$ cat config.mk
export PLATFORM = sky130hd
export DESIGN_NAME = lsu_mem_master
export DESIGN_NICKNAME = d
export VERILOG_FILES = /design/src/rtl/lsu_mem_master.sv
export SDC_FILE = /design/constraint.sdc
export NUM_CORES = 1
export LEC_CHECK = 0
export ABC_CLOCK_PERIOD_IN_PS = 6550
export BUFFER_PORTS_ARGS = -buffer_cell sky130_fd_sc_hd__buf_2
export CORE_AREA = 2 2 146 148
export DETAILED_ROUTE_END_ITERATION = 7
export DIE_AREA = 0 0 148 150
export PLACE_DENSITY = 0.73
export SYNTH_ARGS = -nofsm -noshare
export SYNTH_HDL_FRONTEND = slang
export SYNTH_SLANG_ARGS = --single-unit
$ cat constraint.sdc
create_clock -name clk -period 6.55 [get_ports clk]
set_input_delay 0.3275 -clock clk [delete_from_list [all_inputs] [get_ports clk]]
set_output_delay 0.3275 -clock clk [all_outputs]
set_load 0.01 [all_outputs]
$ cat src/rtl/lsu_mem_master.sv
// +--------------------------------------------------------------------------+
// | lsu_mem_master : MEM-stage load/store initiator for a byte-addressed     |
// | data memory. Optional macro: LSU_MISALIGN_TRAP_EN. Rev 1.0               |
// +--------------------------------------------------------------------------+
`default_nettype none

module lsu_mem_master #(
   parameter int     ADDR_W    = 16,
   parameter longint MEM_BYTES = 65536
) (
   input  logic              clk,
   input  logic              rst,
   input  logic              req_valid,
   output logic              req_ready,
   input  logic              req_store,
   input  logic [2:0]        req_funct3,
   input  logic [63:0]       req_addr,
   input  logic [63:0]       req_wdata,
   output logic              rsp_valid,
   input  logic              rsp_ready,
   output logic [63:0]       rsp_data,
   output logic              rsp_err,
   output logic              rden,
   output logic [7:0]        wren,
   output logic [ADDR_W-1:0] rdaddress,
   output logic [ADDR_W-1:0] wraddress,
   output logic [63:0]       write_data,
   input  logic [63:0]       read_data
);

   localparam logic [64:0] LAST_BYTE = 65'(MEM_BYTES - 1);

   typedef enum logic [1:0] {
      IDLE   = 2'd0,
      ACCESS = 2'd1,
      RESP   = 2'd2
   } state_t;

   state_t              state_q;
   logic                store_q;
   logic                err_q;
   logic [2:0]          funct3_q;
   logic                req_ready_q;
   logic                rsp_valid_q;
   logic [63:0]         rsp_data_q;
   logic                rsp_err_q;
   logic                rden_q;
   logic [7:0]          wren_q;
   logic [ADDR_W-1:0]   rdaddress_q;
   logic [ADDR_W-1:0]   wraddress_q;
   logic [63:0]         write_data_q;

   logic [3:0]          size_m1;
   logic [7:0]          mask_d;
   logic [63:0]         write_data_d;
   logic [63:0]         rsp_data_d;
   logic                f3_ok;
   logic                range_ok;
   logic                align_ok;
   logic                legal_d;

   // End address is formed at 65 bits so an access near 2^64 cannot wrap into range.
   always_comb begin
      size_m1      = 4'd0;
      mask_d       = 8'h01;
      write_data_d = '0;
      align_ok     = 1'b1;
      case (req_funct3[1:0])
         2'b00: begin size_m1 = 4'd0; mask_d = 8'h01; end
         2'b01: begin size_m1 = 4'd1; mask_d = 8'h03; end
         2'b10: begin size_m1 = 4'd3; mask_d = 8'h0F; end
         default: begin size_m1 = 4'd7; mask_d = 8'hFF; end
      endcase
      for (int i = 0; i < 8; i++) begin
         write_data_d[8*i +: 8] = mask_d[i] ? req_wdata[8*i +: 8] : 8'h00;
      end
      f3_ok    = req_store ? ~req_funct3[2] : (req_funct3 != 3'b111);
      range_ok = ({1'b0, req_addr} + {61'b0, size_m1}) <= LAST_BYTE;
`ifdef LSU_MISALIGN_TRAP_EN
      case (req_funct3[1:0])
         2'b01:   align_ok = ~req_addr[0];
         2'b10:   align_ok = (req_addr[1:0] == 2'b00);
         2'b11:   align_ok = (req_addr[2:0] == 3'b000);
         default: align_ok = 1'b1;
      endcase
`endif
      legal_d = f3_ok & range_ok & align_ok;
   end

   always_comb begin
      rsp_data_d = '0;
      case (funct3_q)
         3'b000:  rsp_data_d = {{56{read_data[7]}},  read_data[7:0]};
         3'b001:  rsp_data_d = {{48{read_data[15]}}, read_data[15:0]};
         3'b010:  rsp_data_d = {{32{read_data[31]}}, read_data[31:0]};
         3'b011:  rsp_data_d = read_data;
         3'b100:  rsp_data_d = {56'b0, read_data[7:0]};
         3'b101:  rsp_data_d = {48'b0, read_data[15:0]};
         3'b110:  rsp_data_d = {32'b0, read_data[31:0]};
         default: rsp_data_d = '0;
      endcase
   end

   always_ff @(posedge clk) begin
      if (rst) begin
         state_q      <= IDLE;
         store_q      <= 1'b0;
         err_q        <= 1'b0;
         funct3_q     <= 3'b000;
         req_ready_q  <= 1'b1;
         rsp_valid_q  <= 1'b0;
         rsp_data_q   <= '0;
         rsp_err_q    <= 1'b0;
         rden_q       <= 1'b0;
         wren_q       <= 8'h00;
         rdaddress_q  <= '0;
         wraddress_q  <= '0;
         write_data_q <= '0;
      end else begin
         case (state_q)
            IDLE: begin
               if (req_valid) begin
                  store_q     <= req_store;
                  funct3_q    <= req_funct3;
                  err_q       <= ~legal_d;
                  req_ready_q <= 1'b0;
                  rsp_data_q  <= '0;
                  rsp_err_q   <= ~legal_d;
                  rden_q      <= legal_d & ~req_store;
                  wren_q      <= (legal_d & req_store) ? mask_d : 8'h00;
                  if (legal_d && !req_store) begin
                     rdaddress_q <= req_addr[ADDR_W-1:0];
                  end
                  if (legal_d && req_store) begin
                     wraddress_q  <= req_addr[ADDR_W-1:0];
                     write_data_q <= write_data_d;
                  end
                  state_q <= ACCESS;
               end
            end
            ACCESS: begin
               rden_q      <= 1'b0;
               wren_q      <= 8'h00;
               rsp_valid_q <= 1'b1;
               rsp_data_q  <= (!err_q && !store_q) ? rsp_data_d : 64'd0;
               state_q     <= RESP;
            end
            RESP: begin
               if (rsp_ready) begin
                  rsp_valid_q <= 1'b0;
                  rsp_err_q   <= 1'b0;
                  req_ready_q <= 1'b1;
                  state_q     <= IDLE;
               end
            end
            default: begin
               state_q     <= IDLE;
               req_ready_q <= 1'b1;
               rsp_valid_q <= 1'b0;
               rden_q      <= 1'b0;
               wren_q      <= 8'h00;
            end
         endcase
      end
   end

   assign req_ready  = req_ready_q;
   assign rsp_valid  = rsp_valid_q;
   assign rsp_data   = rsp_data_q;
   assign rsp_err    = rsp_err_q;
   assign rden       = rden_q;
   assign wren       = wren_q;
   assign rdaddress  = rdaddress_q;
   assign wraddress  = wraddress_q;
   assign write_data = write_data_q;

endmodule

`default_nettype wire

**Word-level counts from Yosys, hierarchy flattened**

Cells that the tools add are included.

- Register bits after elaboration: 179
- Output and inout port bits: 172
- Logic and storage cells: 87

- $add $sub $neg: 1
- Order comparisons: 1
- Equality and inequality tests: 13
- Muxes and demuxes: 30
- Bitwise operators: 9
- Reductions and logical operators: 20

Operator list:

| operator | count |
|---|---|
| $pmux 64 s7 | 1 |
| $mux 64 | 2 |
| $pmux 64 s2 | 1 |
| $mux 8 | 10 |
| $add 64x4->65 | 1 |
| $le 65x16->1 const B | 1 |
| $pmux 8 s3 | 1 |
| $pmux 8 s2 | 1 |
| $reduce_and 3->1 | 4 |
| $reduce_and 2->1 | 5 |
| $eq 3x3->1 const B | 3 |
| $pmux 3 s3 | 1 |
| $eq 3x2->1 const B | 2 |
| $mux 1 | 6 |
| $not 1->1 | 6 |
| $pmux 1 s3 | 2 |
| $pmux 2 s3 | 1 |
| $eq 2x1->1 const B | 2 |
| $eq 2x2->1 const B | 2 |
| $logic_not 2->1 | 2 |
| $mux 2 | 2 |
| $ne 2x2->1 const B | 2 |
| $pmux 1 s2 | 2 |
| $reduce_bool 2->1 | 2 |
| 6 further kinds | 12 |

**Longest topological paths before layout**

- Word-level depth: 9
- Mapped depth: 16
- Mapped depth without buffers: 13

**Worst setup path before layout**

Ideal clock, no wire load.

- Kind: input -> register
- From: input req_funct3[1]
- To: register write_data_q[55], in the netlist write_data[55]
- Arrival: 3.388 ns
- Data required time: 6.422 ns
- Path slack: 3.034 ns
- Stages on the path: 15
- Buffers on the path: 3
- Cells stage by stage: clkbuf_1 -> nor2_1 -> inv_1 -> ha_1 -> a21o_1 -> maj3_1 -> nand4_1 -> nor3_1 -> a211o_1 -> a2111oi_4 -> nand4_2 -> buf_2 -> buf_2 -> o21ai_0 -> o21ai_1

- Cells in the longest elaborated chain, start to end: 7

RTL lines:

| element | RTL line | RTL |
|---|---|---|
| start: declaration | 16 | `input logic [2:0] req_funct3,` |
| $eq 2x2->1 (tied with other cells) | 68 | `case (req_funct3[1:0])` |
| $pmux 3 s3 | 68 |  |
| $add 64x4->65 | 78 | `range_ok = ({1'b0, req_addr} + {61'b0, size_m1}) <= LAST_BYTE;` |
| $le 65x16->1 | 78 |  |
| $and 1x1->1 | 87 | `legal_d = f3_ok & range_ok & align_ok;` |
| $logic_and 1x1->1 | 134 | `if (legal_d && req_store) begin` |
| $reduce_and 3->1 (no source line) | n/a |  |
| end signal: assignment | 136 | `write_data_q <= write_data_d;` |
| end: declaration | 51 | `logic [63:0] write_data_q;` |

Parallel ways exist; a longest one is shown, timed or not.
A chain may end at the register's enable or synchronous reset.

**Final worst setup path**

- From: input req_funct3[1]
- To: register write_data_q[40], in the netlist write_data[40]

The elaborated chain is that of the path after synthesis.

==> flow_summary.json <==
{
  "yosysMostFrequentCell": "a21oi_1",
  "clock-sinks": 175,
  "outcome": "finished clean",
  "fin_nets": 1661,
  "hold_violations": 0,
  "ys_warn_count": 0,
  "firstDrtPassIters": 6,
  "drt-wirelength-per-cell_um": 17.39,
  "leakage_nw": 4.785,
  "cts_buffers": 17,
  "synthToLayoutAreaGrowth_pct": 27.74,
  "drtIter0Drc": 523,
  "io-pin-count": 372,
  "vias_per_cell": 5.595,
  "max_stage_delay_ps": 820,
  "synth_area_leaders": "dfxtp_1 40%, a21oi_1 10%, o21ai_0 7.6%",
  "clock_skew_ps": 16.94,
  "syn_area_per_cell_um2": 7.654,
  "p_sw_share_pct": 28.91,
  "finalSetupViolations": 0,
  "vias": 9780,
  "clk_pin_slew_ps": 80,
  "die-area_um2": 22200,
  "io_buffers": 371,
  "stdcell_count": 1748,
  "antenna_left": 0,
  "fillers": 2100,
  "htreeDepth": 4,
  "p_per_area_nw_per_um2": 213.0,
  "num_rows": 53,
  "cts_root_buf": "clkbuf_16",
  "tightest_slew_ps": 1169,
  "finalWeightedCongestion": 0.8989,
  "rsz0062_at_grt": "no",
  "finalPower_mw": 2.403,
  "grt_usage_pct": 26.14,
  "grt_max_degree": 105,
  "period_minus_slack_ps": 4720,
  "synth-main-ff-cell": "dfxtp_1",
  "cts_resized": 0,
  "coreArea_um2": 20690,
  "cap_violations": 0,
  "p_int_mw": 1.708,
  "antenna_found_initial": 1,
  "cp_top_family": "simple AND/OR/NAND/NOR gates",
  "yosys.area.top_type": "dfxtp_1",
  "worstSetupPathType": "input port to flip-flop",
  "fmax_mhz": 211.9,
  "post-cts-setup-buffer-count": 0,
  "place_hpwl_um": 21310,
  "clkPwrFrac_pct": 42.0,
  "synth-edff-count": 0,
  "holdBufCountCts": 0,
  "worst-path-buf-inv": 3,
  "cts_buffer_depth": 2,
  "cts_tree": "done",
  "fin_setup_tns_ps": 0,
  "async_flop_share_pct": 0,
  "min_period_over_period_pct": 72.06,
  "start_util_pct": 42.69,
  "synth_seq_cells": 175,
  "p_sw_uw": 694.7,
  "syn-num-nets": 1357,
  "ys_types": 68,
  "final_layout_size_suffix_gt1_share_pct": 29.50,
  "start_kind": "input port",
  "die_w_um": 148,
  "seq_area_frac_synth_pct": 39.67,
  "critical_path.cell_chain": "buf_2 > nor2_1 > inv_1 > ha_1 > fa_1 > a31oi_1 > nor2_1 > nand4_1 > xor2_1 > o2111ai_1 > nor4_1 > nand4_4 > buf_4 > o21ai_0 > o21ai_0",
  "clk_latency_ps": 430,
  "chipHeight_um": 150,
  "crit_fanout": 70,
  "place_area_um2": 10690,
  "slew_headroom_pct": 21.91,
  "wl_um": 30390,
  "seqPwrFrac_pct": 45.5,
  "endpoint_kind": "flip-flop",
  "syn_area_um2": 8832,
  "grt_pass1_vias": 9011,
  "whs_ps": 115.6,
  "combPwrFrac_pct": 12.5,
  "arrival_ps": 5010,
  "route.detailed.drc": 0,
  "min_path_type": "input port to flip-flop",
  "syn-instance-count": 1154,
  "yosys.area.top_type_share_pct": 39.67,
  "grt_pass1_wl_um": 46930,
  "ys_top_cells_by_count": "181 x a21oi_1, 175 x dfxtp_1, 142 x nor2_1, 134 x o21ai_0, 74 x nand2_1",
  "grt_remaining_overflow": 0,
  "crit_required_ps": 6840,
  "stdcell_area_um2": 11280,
  "crit_slowest_cell": "nand4_4",
  "ir_worst_vdd_mv": 0.1658,
  "dp.cells": 1714,
  "finalMaxSlewViolations": 0
}
## cells by family after synthesis
group                      Yosys count  synth area share (%)
AOI/OAI and AO/OA                  379                 23.46
xor gates and xnor gates            15                 1.488
adders and majority gates            4                0.6233
buffers and inverters              109                 5.865
DFF                                175                 39.67
muxes                                9                 1.020
and+or+nand+nor                    463                 27.88
## path summary, 6_finish.rpt
kind | from | endpoint | slack [ps] | cells past startpoint
worst min-delay path | req_wdata[58] | write_data[58]$_SDFFE_PP0P_ | 120 | 3
worst min register to register | wren[0]$_SDFFE_PP0P_ | wren[0]$_SDFFE_PP0P_ | 470 | 2
worst max-delay path | req_funct3[1] | write_data[40]$_SDFFE_PP0P_ | 1830 | 15
worst max register to register | state_q[1]$_SDFFE_PP0P_ | write_data[40]$_SDFFE_PP0P_ | 2760 | 10
## layer usage
layer	global-route usage [%]	vias to the layer above	wire length, um
met5	0	-	0
met4	10.24	0	1030
met3	7.012	65	2658
met2	41.18	457	13920
met1	34.18	4515	12790
li1	-	4743	-
## cell usage in the layout (no fill, tap or decap), types with 16 or more instances in the layout
master / instances
nand4b_1: 18
a22oi_1: 16
buf_2: 370
nor2b_1: 42
nor3_1: 16
dfxtp_1: 175
o21ai_0: 134
nand3_1: 30
nand4_1: 63
clkbuf_16: 17
nand2_1: 74
and2_1: 20
nor2_1: 140
a21oi_1: 181
## power by group through the flow
stage | registers (mW) | logic, mW | clock network [mW]
floorplan | 1.12 | 0.158 | 0
global placement | 1.12 | 0.295 | 0
detailed placement | 1.12 | 0.296 | 0
CTS | 1.09 | 0.298 | 1.03
global route | 1.10 | 0.332 | 1.08
finish | 1.09 | 0.300 | 1.01
## sequential cells by signal (all words and copies together) (netlist names)
| signal | flops |
|---|---|
| store_q | 1 |
| wraddress | 16 |
| state_q | 2 |
| rdaddress | 16 |
| rsp_valid | 1 |
| wren | 4 |
| funct3_q | 3 |
| err_q | 1 |
| rden | 1 |
| rsp_data | 64 |
| write_data | 64 |
| rsp_err | 1 |
| req_ready | 1 |
## worst register-to-register path: cells and delay by family (launching register included)
family          cells  cell delay [ps]
simple gates        5             2140
buf+inv             2              720
compound gates      3              500
flops               1              320
## cell type report
| class | count | area, um2 | area share, % |
|---|---|---|---|
| antenna | 2 | 5.005 | 0.04436 |
| clock buffer | 18 | 429.2 | 3.804 |
| clock inverter | 14 | 162.7 | 1.442 |
| inverter | 9 | 33.78 | 0.2994 |
| multi-input combinational | 870 | 4836 | 42.86 |
| sequential | 175 | 3503 | 31.05 |
| tap | 275 | 344.1 | 3.050 |
| timing repair buffer | 385 | 1968 | 17.44 |
## stage by stage
| step | utilization [%] | worst slack (ps) |
|---|---|---|
| after floorplan | - | 3034 |
| after global placement | 51.64 | 1488 |
| after detailed placement | 51.64 | 1397 |
| after CTS | 54.51 | 1833 |
| after global routing | 54.52 | 1353 |
| final | 54.53 | 1830 |
No activity file was read; power rests on OpenSTA's default activity.
